==> config.mk <==
export PLATFORM = sky130hd
export DESIGN_NAME = array_reducer
export DESIGN_NICKNAME = d
export VERILOG_FILES = /design/src/rtl/reducer_pkg.sv /design/src/rtl/reduce_acc.sv /design/src/rtl/array_reducer.sv
export SDC_FILE = /design/constraint.sdc
export NUM_CORES = 1
export LEC_CHECK = 0
export BUFFER_PORTS_ARGS = -buffer_cell sky130_fd_sc_hd__buf_2
export CORE_MARGIN = 2
export CORE_UTILIZATION = 50
export DETAILED_ROUTE_END_ITERATION = 7
export PLACE_DENSITY_LB_ADDON = 0.2
export SLEW_MARGIN = 30
export SYNTH_ARGS = -nofsm -noshare
export SYNTH_HDL_FRONTEND = slang
export SYNTH_HIERARCHICAL = 1
export SYNTH_SLANG_ARGS = --single-unit
==> constraint.sdc <==
create_clock -name clk -period 3.9 [get_ports clk]
set_input_delay 0.78 -clock clk [delete_from_list [all_inputs] [get_ports clk]]
set_output_delay 0.78 -clock clk [all_outputs]
set_load 0.02 [all_outputs]
==> src/rtl/reducer_pkg.sv <==
// Shared types and constants for the array reducer.
package reducer_pkg;

   localparam int WORD_W      = 32;
   localparam int WORD_STRIDE = 4;

   typedef enum logic [2:0] {
      S_IDLE,
      S_READ,
      S_WSUM,
      S_WOR,
      S_DONE
   } state_e;

endpackage

==> src/rtl/reduce_acc.sv <==
// Sum / OR / count accumulator register set for the array reducer.
module reduce_acc
   import reducer_pkg::*;
(
   input  logic              clk,
   input  logic              reset,
   input  logic              clear,
   input  logic              load_en,
   input  logic [WORD_W-1:0] din,
   output logic [WORD_W-1:0] sum,
   output logic [WORD_W-1:0] orred,
   output logic [7:0]        count,
   output logic [WORD_W-1:0] sum_nxt,
   output logic [7:0]        count_nxt
);

   logic [WORD_W-1:0] sum_q, sum_d;
   logic [WORD_W-1:0] orred_q, orred_d;
   logic [7:0]        count_q, count_d;

   // Next accumulator values: clear wins, otherwise fold in one word.
   always_comb begin
      sum_d   = sum_q;
      orred_d = orred_q;
      count_d = count_q;
      if (clear) begin
         sum_d   = '0;
         orred_d = '0;
         count_d = '0;
      end else if (load_en) begin
         sum_d   = sum_q + din;
         orred_d = orred_q | din;
         count_d = count_q + 8'd1;
      end
   end

   // Accumulator registers.
   always_ff @(posedge clk) begin
      if (reset) begin
         sum_q   <= '0;
         orred_q <= '0;
         count_q <= '0;
      end else begin
         sum_q   <= sum_d;
         orred_q <= orred_d;
         count_q <= count_d;
      end
   end

   assign sum       = sum_q;
   assign orred     = orred_q;
   assign count     = count_q;
   assign sum_nxt   = sum_d;
   assign count_nxt = count_d;

endmodule

==> src/rtl/array_reducer.sv <==
// Walks a zero-terminated word array in mem, writes its sum and OR back.
//
// state  | meaning
// IDLE   | waiting for start
// READ   | address = pointer, one word folded in per cycle
// WSUM   | writing sum to RESULT_ADDR
// WOR    | writing OR to RESULT_ADDR+4
// DONE   | one-cycle done pulse
//
// All memory-port outputs are registered, so each state's port values are
// loaded on the edge that enters that state.
module array_reducer
   import reducer_pkg::*;
#(
   parameter logic [WORD_W-1:0] BASE_ADDR   = 32'h0,
   parameter logic [WORD_W-1:0] RESULT_ADDR = 32'h20,
   parameter int                MAX_WORDS   = 8
)
(
   input  logic              clk,
   input  logic              reset,
   input  logic              start,
   output logic [WORD_W-1:0] address,
   output logic [WORD_W-1:0] memIn,
   input  logic [WORD_W-1:0] memOut,
   output logic              read,
   output logic              write,
   output logic              busy,
   output logic              done,
   output logic              ovf,
   output logic [WORD_W-1:0] sum,
   output logic [WORD_W-1:0] orred,
   output logic [7:0]        count
);

   state_e            state_q, state_d;
   logic [WORD_W-1:0] address_q, address_d;
   logic [WORD_W-1:0] mem_in_q, mem_in_d;
   logic              read_q, read_d;
   logic              write_q, write_d;
   logic              busy_q, busy_d;
   logic              done_q, done_d;
   logic              ovf_q, ovf_d;

   logic              acc_clear;
   logic              acc_load;
   logic [WORD_W-1:0] sum_nxt;
   logic [7:0]        count_nxt;

   assign acc_clear = (state_q == S_IDLE) && start;
   assign acc_load  = (state_q == S_READ) && (memOut != '0);

   reduce_acc u_acc (
      .clk       (clk),
      .reset     (reset),
      .clear     (acc_clear),
      .load_en   (acc_load),
      .din       (memOut),
      .sum       (sum),
      .orred     (orred),
      .count     (count),
      .sum_nxt   (sum_nxt),
      .count_nxt (count_nxt)
   );

   // Next state and next registered port values.
   always_comb begin
      state_d   = state_q;
      address_d = address_q;
      mem_in_d  = mem_in_q;
      read_d    = read_q;
      write_d   = 1'b0;
      busy_d    = busy_q;
      done_d    = 1'b0;
      ovf_d     = ovf_q;
      case (state_q)
         S_IDLE: begin
            read_d = 1'b0;
            busy_d = 1'b0;
            if (start) begin
               state_d   = S_READ;
               address_d = BASE_ADDR;
               read_d    = 1'b1;
               busy_d    = 1'b1;
               ovf_d     = 1'b0;
            end
         end
         S_READ: begin
            if (memOut == '0 || count_nxt == 8'(MAX_WORDS)) begin
               // sum_nxt already includes the word that hit the limit
               ovf_d     = (memOut != '0);
               state_d   = S_WSUM;
               address_d = RESULT_ADDR;
               mem_in_d  = sum_nxt;
               read_d    = 1'b0;
               write_d   = 1'b1;
            end else begin
               address_d = address_q + WORD_W'(WORD_STRIDE);
            end
         end
         S_WSUM: begin
            state_d   = S_WOR;
            address_d = RESULT_ADDR + WORD_W'(WORD_STRIDE);
            mem_in_d  = orred;
            write_d   = 1'b1;
         end
         S_WOR: begin
            state_d = S_DONE;
            done_d  = 1'b1;
         end
         S_DONE: begin
            state_d = S_IDLE;
            busy_d  = 1'b0;
         end
         default: begin
            state_d = S_IDLE;
            read_d  = 1'b0;
            busy_d  = 1'b0;
         end
      endcase
   end

   // FSM and registered memory-port outputs.
   always_ff @(posedge clk) begin
      if (reset) begin
         state_q   <= S_IDLE;
         address_q <= '0;
         mem_in_q  <= '0;
         read_q    <= 1'b0;
         write_q   <= 1'b0;
         busy_q    <= 1'b0;
         done_q    <= 1'b0;
         ovf_q     <= 1'b0;
      end else begin
         state_q   <= state_d;
         address_q <= address_d;
         mem_in_q  <= mem_in_d;
         read_q    <= read_d;
         write_q   <= write_d;
         busy_q    <= busy_d;
         done_q    <= done_d;
         ovf_q     <= ovf_d;
      end
   end

   assign address = address_q;
   assign memIn   = mem_in_q;
   assign read    = read_q;
   assign write   = write_q;
   assign busy    = busy_q;
   assign done    = done_q;
   assign ovf     = ovf_q;

endmodule

After elaboration in Yosys (flattened, before gate mapping)
Cells that the tools add are included.
- bits in latches: 0
- input bits: 35
- memory bits (read-only): 0
- memory bits (writable): 0
- output and inout bits: 141
- memories kept: 0
- word-level logic and storage cells: 62
- register bits: 144
- mux-type cells: 22
- div/mod/pow operators: 0
- eq/ne operators: 7
- shift-type cells: 0
- reduce and logical (&&, ||, !) cells: 17
- add/sub/neg operators: 3
- magnitude comparators: 0
- bitwise gates (word level): 2
- $mul: 0
- operators with widths (operator ; count):
    2-to-1 mux 32 bit ; 5
    one-hot mux 32 bit (3 select lines) ; 1
    one-hot mux 32 bit (2 select lines) ; 1
    adder 32 x 3 -> 32 bit, second input constant ; 1
    adder 32 bit ; 1
    logical NOT 32 bit ; 1
    bitwise OR 32 bit ; 1
    nonzero test 32 bit ; 1
    2-to-1 mux 8 bit ; 2
    one-hot mux 3 bit (4 select lines) ; 1
    adder 8 x 1 -> 8 bit, second input constant ; 1
    == test 8 x 4 -> 1 bit, second input constant ; 1
    AND reduction 2 bit ; 4
    == test 3 x 2 -> 1 bit, second input constant ; 2
    2-to-1 mux 1 bit ; 6
    2-to-1 mux 3 bit ; 2
    one-hot mux 1 bit (2 select lines) ; 3
    OR reduction 3 bit ; 2
    nonzero test 2 bit ; 2
    == test 3 x 1 -> 1 bit, second input constant ; 1
    == test 3 bit, second input constant ; 1
    logical NOT 3 bit ; 1
    one-hot mux 1 bit (3 select lines) ; 1
    AND reduction 3 bit ; 1
    other kinds (7) ; 8

Depth between registers and ports, before layout
- depth after elaboration: 8
- depth in mapped cells: 18

Hierarchy
Netlist, hierarchy kept.
- modules (own cells, without submodules) (module ; cells an instance ; area each (µm²) ; instances):
    reduce_acc ; 584 ; 4531.8 ; 1
    array_reducer ; 460 ; 3907.5 ; 1

Least setup slack after synthesis
OpenSTA, ideal clock, no wires.
- kind: input to register
- from: input memOut[26]
- to: register mem_in_q[24] (netlist: memIn[24])
- stages: 16
- arrival time: 3.947 ns
- data required time: 3.767 ns
- library setup time: 0.133 ns
- setup slack: -0.179 ns
- cells stage by stage: nor4_1 > nand2_1 > nor4_4 > clkbuf_1 > nor3_1 > clkbuf_1 > clkbuf_1 > xnor2_1 > nor2_1 > nor2_1 > and4b_1 > or2_2 > clkbuf_1 > buf_2 > o211ai_1 > a31oi_1
- cells in the longest elaborated chain, start to end: 8
- elaborated cells on any way between the ends: 13
- classes of those cells: 2 x eq/ne; 6 x mux; 5 x reduce/logical
- ends and longest elaborated chain (element ; line ; text):
    start, declared ; array_reducer.sv:25 ; input logic [WORD_W-1:0] memOut,
    nonzero test 32 bit ; array_reducer.sv:51 ; assign acc_load = (state_q == S_READ) && (memOut != '0);
    logical AND 1 bit ; array_reducer.sv:51 ;
    via acc_load ; array_reducer.sv:46 ; logic acc_load;
    2-to-1 mux 8 bit ; reduce_acc.sv:30 ; end else if (load_en) begin
    2-to-1 mux 8 bit ; reduce_acc.sv:26 ; if (clear) begin
    via count_nxt[0] ; array_reducer.sv:48 ; logic [7:0] count_nxt;
    == test 8 x 4 -> 1 bit ; array_reducer.sv:89 ; if (memOut == '0 || count_nxt == 8'(MAX_WORDS)) begin
    logical OR 1 bit ; array_reducer.sv:89 ;
    inequality test 2 x 1 -> 1 bit (no line) ; - ;
    AND reduction 2 bit (no line) ; - ;
    end signal, assigned ; array_reducer.sv:137 ; mem_in_q <= mem_in_d;
    end, declared ; array_reducer.sv:38 ; logic [WORD_W-1:0] mem_in_q, mem_in_d;
The timed path passes the listed nets, and every way through them passes these cells. The select of a mux whose other input is x is not followed.
A chain may end at the register's enable or synchronous reset.

Final worst setup path
- from: input memOut[0]
- to: register mem_in_q[18] (netlist: memIn[18])
- elaborated cells on any way between the ends: 14
- classes of those cells: 1 x add/sub; 2 x eq/ne; 6 x mux; 5 x reduce/logical
- RTL lines (element ; line ; text):
    parallel branches: the longest is 2 deep, another holds adder 32 bit ; - ;
    2-to-1 mux 32 bit * ; reduce_acc.sv:30 ;
    2-to-1 mux 32 bit * ; reduce_acc.sv:26 ;
    via sum_nxt[18] ; array_reducer.sv:47 ; logic [WORD_W-1:0] sum_nxt;
    2-to-1 mux 32 bit * ; array_reducer.sv:89 ;
    one-hot mux 32 bit (2 select lines) * ; array_reducer.sv:76 ; case (state_q)
Mark *: on every way through the listed nets, which the timed path passes. The select of a mux whose other input is x is not followed.

==> impl_metrics.toml <==
[clock_network]
cts_root_buf = "clkbuf_16"
cts_buffer_depth = 2
numCtsBuffers = 17
cts_setup_buffers = 0
insertion_delay_ns = 0.43
cts.sinks = 142
cts_tree = "built"
cts_resized = 0
holdBufCountCts = 0
h-tree-depth = 4
cts.clk_slew.worst_paths_ns = 0.07

[cells_and_area]
finish.utilization_pct = 61.8
layout_commonest_cell = "buf_2"
syn_to_final_growth_pct = 20.9
mostFrequentLayoutCells = "buf_2 (173), dfxtp_1 (142), nor2_1 (115)"
fill_cells = 1506
drive_above_1_share_pct = 24.8
nets = 1268

[placed_design]
portBuffers = 173
gp_congestion = 0.949
dp_hpwl_mm = 18.6

[critical_path]
path_common_cell = "a31oi_1"
cp-end-kind = "flop"
worstRegToRegCells = 13
crit_path_max_fanout = 3
r2r-start = "u_acc/sum[0]"
required_ns = 4.16
critical-path-slowest-cell = "or4_1"
rrSetupSlack_ns = 0.49
r2r_end = "memIn[18]"
cp.arrival_ns = 3.79
cp_cell_sequence = "buf_2, ha_1, fa_1, a21o_1, a221oi_2, o21ai_2, a211oi_2, nor4_1, or4_1, a31oi_1, nor2_1, mux2_2, o211ai_1, a31oi_1"
critPathBufInv = 1
cpLargestDelayFamily = "compound AO/OA/AOI/OAI gates"
path_class = "input port to flop"
critPathLaunchType = "input port"
crit_path_max_incr_delay_ns = 0.50

[power_and_ir_drop]
p_per_area_nw_per_um2 = 372
ir_drop_v = 0.000316
finalPower_mw = 3.80
leakage_nw = 4.36

[yosys]
synth_top_area_cell = "dfxtp_1"
synthDistinctLibCells = 68
syn_area_per_cell_um2 = 8.08
synth_area_leaders = "dfxtp_1 (34%), nor2_1 (5.2%), a21oi_1 (4.9%), ha_1 (4.9%), mux2_2 (4.5%)"
yosysSeqAreaShare_pct = 33.7
syn-cell-area_um2 = 8440
ys_async_sr_fraction_pct = 0
ys_ff_latch = 142
synth_top_area_share_pct = 33.7
synth_cells = 1044
yosysWarnings = 6
synth-edff-count = 0
synth_top_flop_cell = "dfxtp_1"

[route]
drtIter0Drc = 755
postRouteAntennaNets = 0
drc = 0
routed_wirelength_mm = 26.0
dr.pass1.iters = 5
vias = 8688
wl_per_cell_um = 18.1
avgViaCountPerCell = 6.06

[floorplan]
rows = 47
dieArea_um2 = 17900
initial_core_util_pct = 51.1
die_x_um = 134
coreArea_um2 = 16500
die_h_um = 134
io_pins = 176

[sta]
fin_crit_ns = 3.52
fmax_mhz = 284
rsz0062_at_grt = "no"
slew_viol_final = 0
hold_violations = 0
setup_viol = 0
slew_headroom_pct = 36.4
finalClockSkew_ns = 0.00997
finalCritPeriodShare_pct = 90.3
tightest_slew_ns = 0.954

[hold_path]
hp-class = "flop to flop"
hold_path_startpoint = "u_acc/orred[17]"
min_to = "u_acc/orred[17]"
whs_path_depth = 2

[grt]
antenna_found_initial = 1
grt_max_degree = 89
grt_pass1_wl_mm = 41.4
grt_pass1_vias = 7715
grtUsageTotal_pct = 28.5
overflow = 0

[job]
maxCapViolations = 0

[outcome]
outcome = "complete, no violations"
-- worst reg2reg max path: cells and delay by family, from the launching register on --
family,cells,cell delay (ns)
AOI/OAI and AO/OA,7,1.33
adders and majority gates,2,0.65
DFF,1,0.34
muxes,1,0.29
and+or+nand+nor,3,0.65
-- area by class of cell --
| type | instances | area, µm² | area share (%) |
|---|---|---|---|
| well taps | 220 | 275 | 2.70 |
| clock inverters | 15 | 158 | 1.54 |
| repair buffers | 212 | 1200 | 11.7 |
| clock buffers | 17 | 425 | 4.17 |
| inverters | 16 | 60.1 | 0.588 |
| multi-input cells | 810 | 5250 | 51.4 |
| diodes | 1 | 2.50 | 0.0245 |
| flip-flops and latches | 142 | 2840 | 27.9 |
-- synthesized netlist by cell type, drive strengths merged, types with 33 or more instances --
cell type and count:
clkbuf 46, dfxtp 142, a21oi 84, ha 33, nor2 118, mux2 34, o21ai 54, nor3 53
nand3 62, a31oi 40, nand2 48, o211ai 39
-- per-stage QoR --
stage                     cells  hold slack [ns]  setup TNS [ns]  area, µm²  setup WS, ns
after floorplan            1045            0.558               0       8460     0.0000830
after global placement     1400            0.464               0       9620        0.0313
after detailed placement   1400            0.485          -0.130       9620       -0.0311
after CTS                  1432            0.501               0      10200         0.419
after global routing       1433            0.528               0      10200         0.126
final                      1433            0.497               0      10200         0.377
-- worst max-delay path by stage --
stage / from / end / slack [ns] / depth (start not counted)
6_report: memOut[0] / memIn[18] / 0.38 / 14
5_1_grt: memOut[17] / memIn[6] / 0.13 / 16
4_1_cts: memOut[14] / memIn[30] / 0.42 / 16
3_5_place_dp: memOut[17] / memIn[4] / -0.03 / 15
3_3_place_gp: memOut[14] / memIn[30] / 0.03 / 16
2_1_floorplan: memOut[9] / memIn[23] / 0.00008 / 17
-- power breakdown --
group          switching [mW]  internal (mW)  leakage [nW]
Combinational           0.421          0.246          2.94
Sequential             0.0347           1.49          1.15
Clock                   0.709          0.899         0.277
-- layer usage --
metal  global-route usage (%)  share of wire, %
met1                     42.1                47
met2                     42.1                44
met3                     5.37               6.7
met4                     8.16               2.0
met5                        0                 0
-- logic make-up after synthesis --
| kind of cell | synth area share, % |
|---|---|
| AO/OA/AOI/OAI | 21.3 |
| XOR/XNOR | 5.19 |
| adder cells (fa/ha/maj) | 5.13 |
| buffers and inverters | 4.58 |
| flip-flops | 33.7 |
| multiplexers | 7.03 |
| other | 0.0444 |
| AND/OR/NAND/NOR | 23.0 |
-- sequential cells by signal, indices dropped and copies added, names as in the netlist --
signal       cells
memIn           32
read             1
write            1
u_acc/count      8
u_acc/sum       32
u_acc/orred     32
done             1
busy             1
state_q          3
address         30
ovf              1
Note: power is estimated with default switching activity, not from simulation.
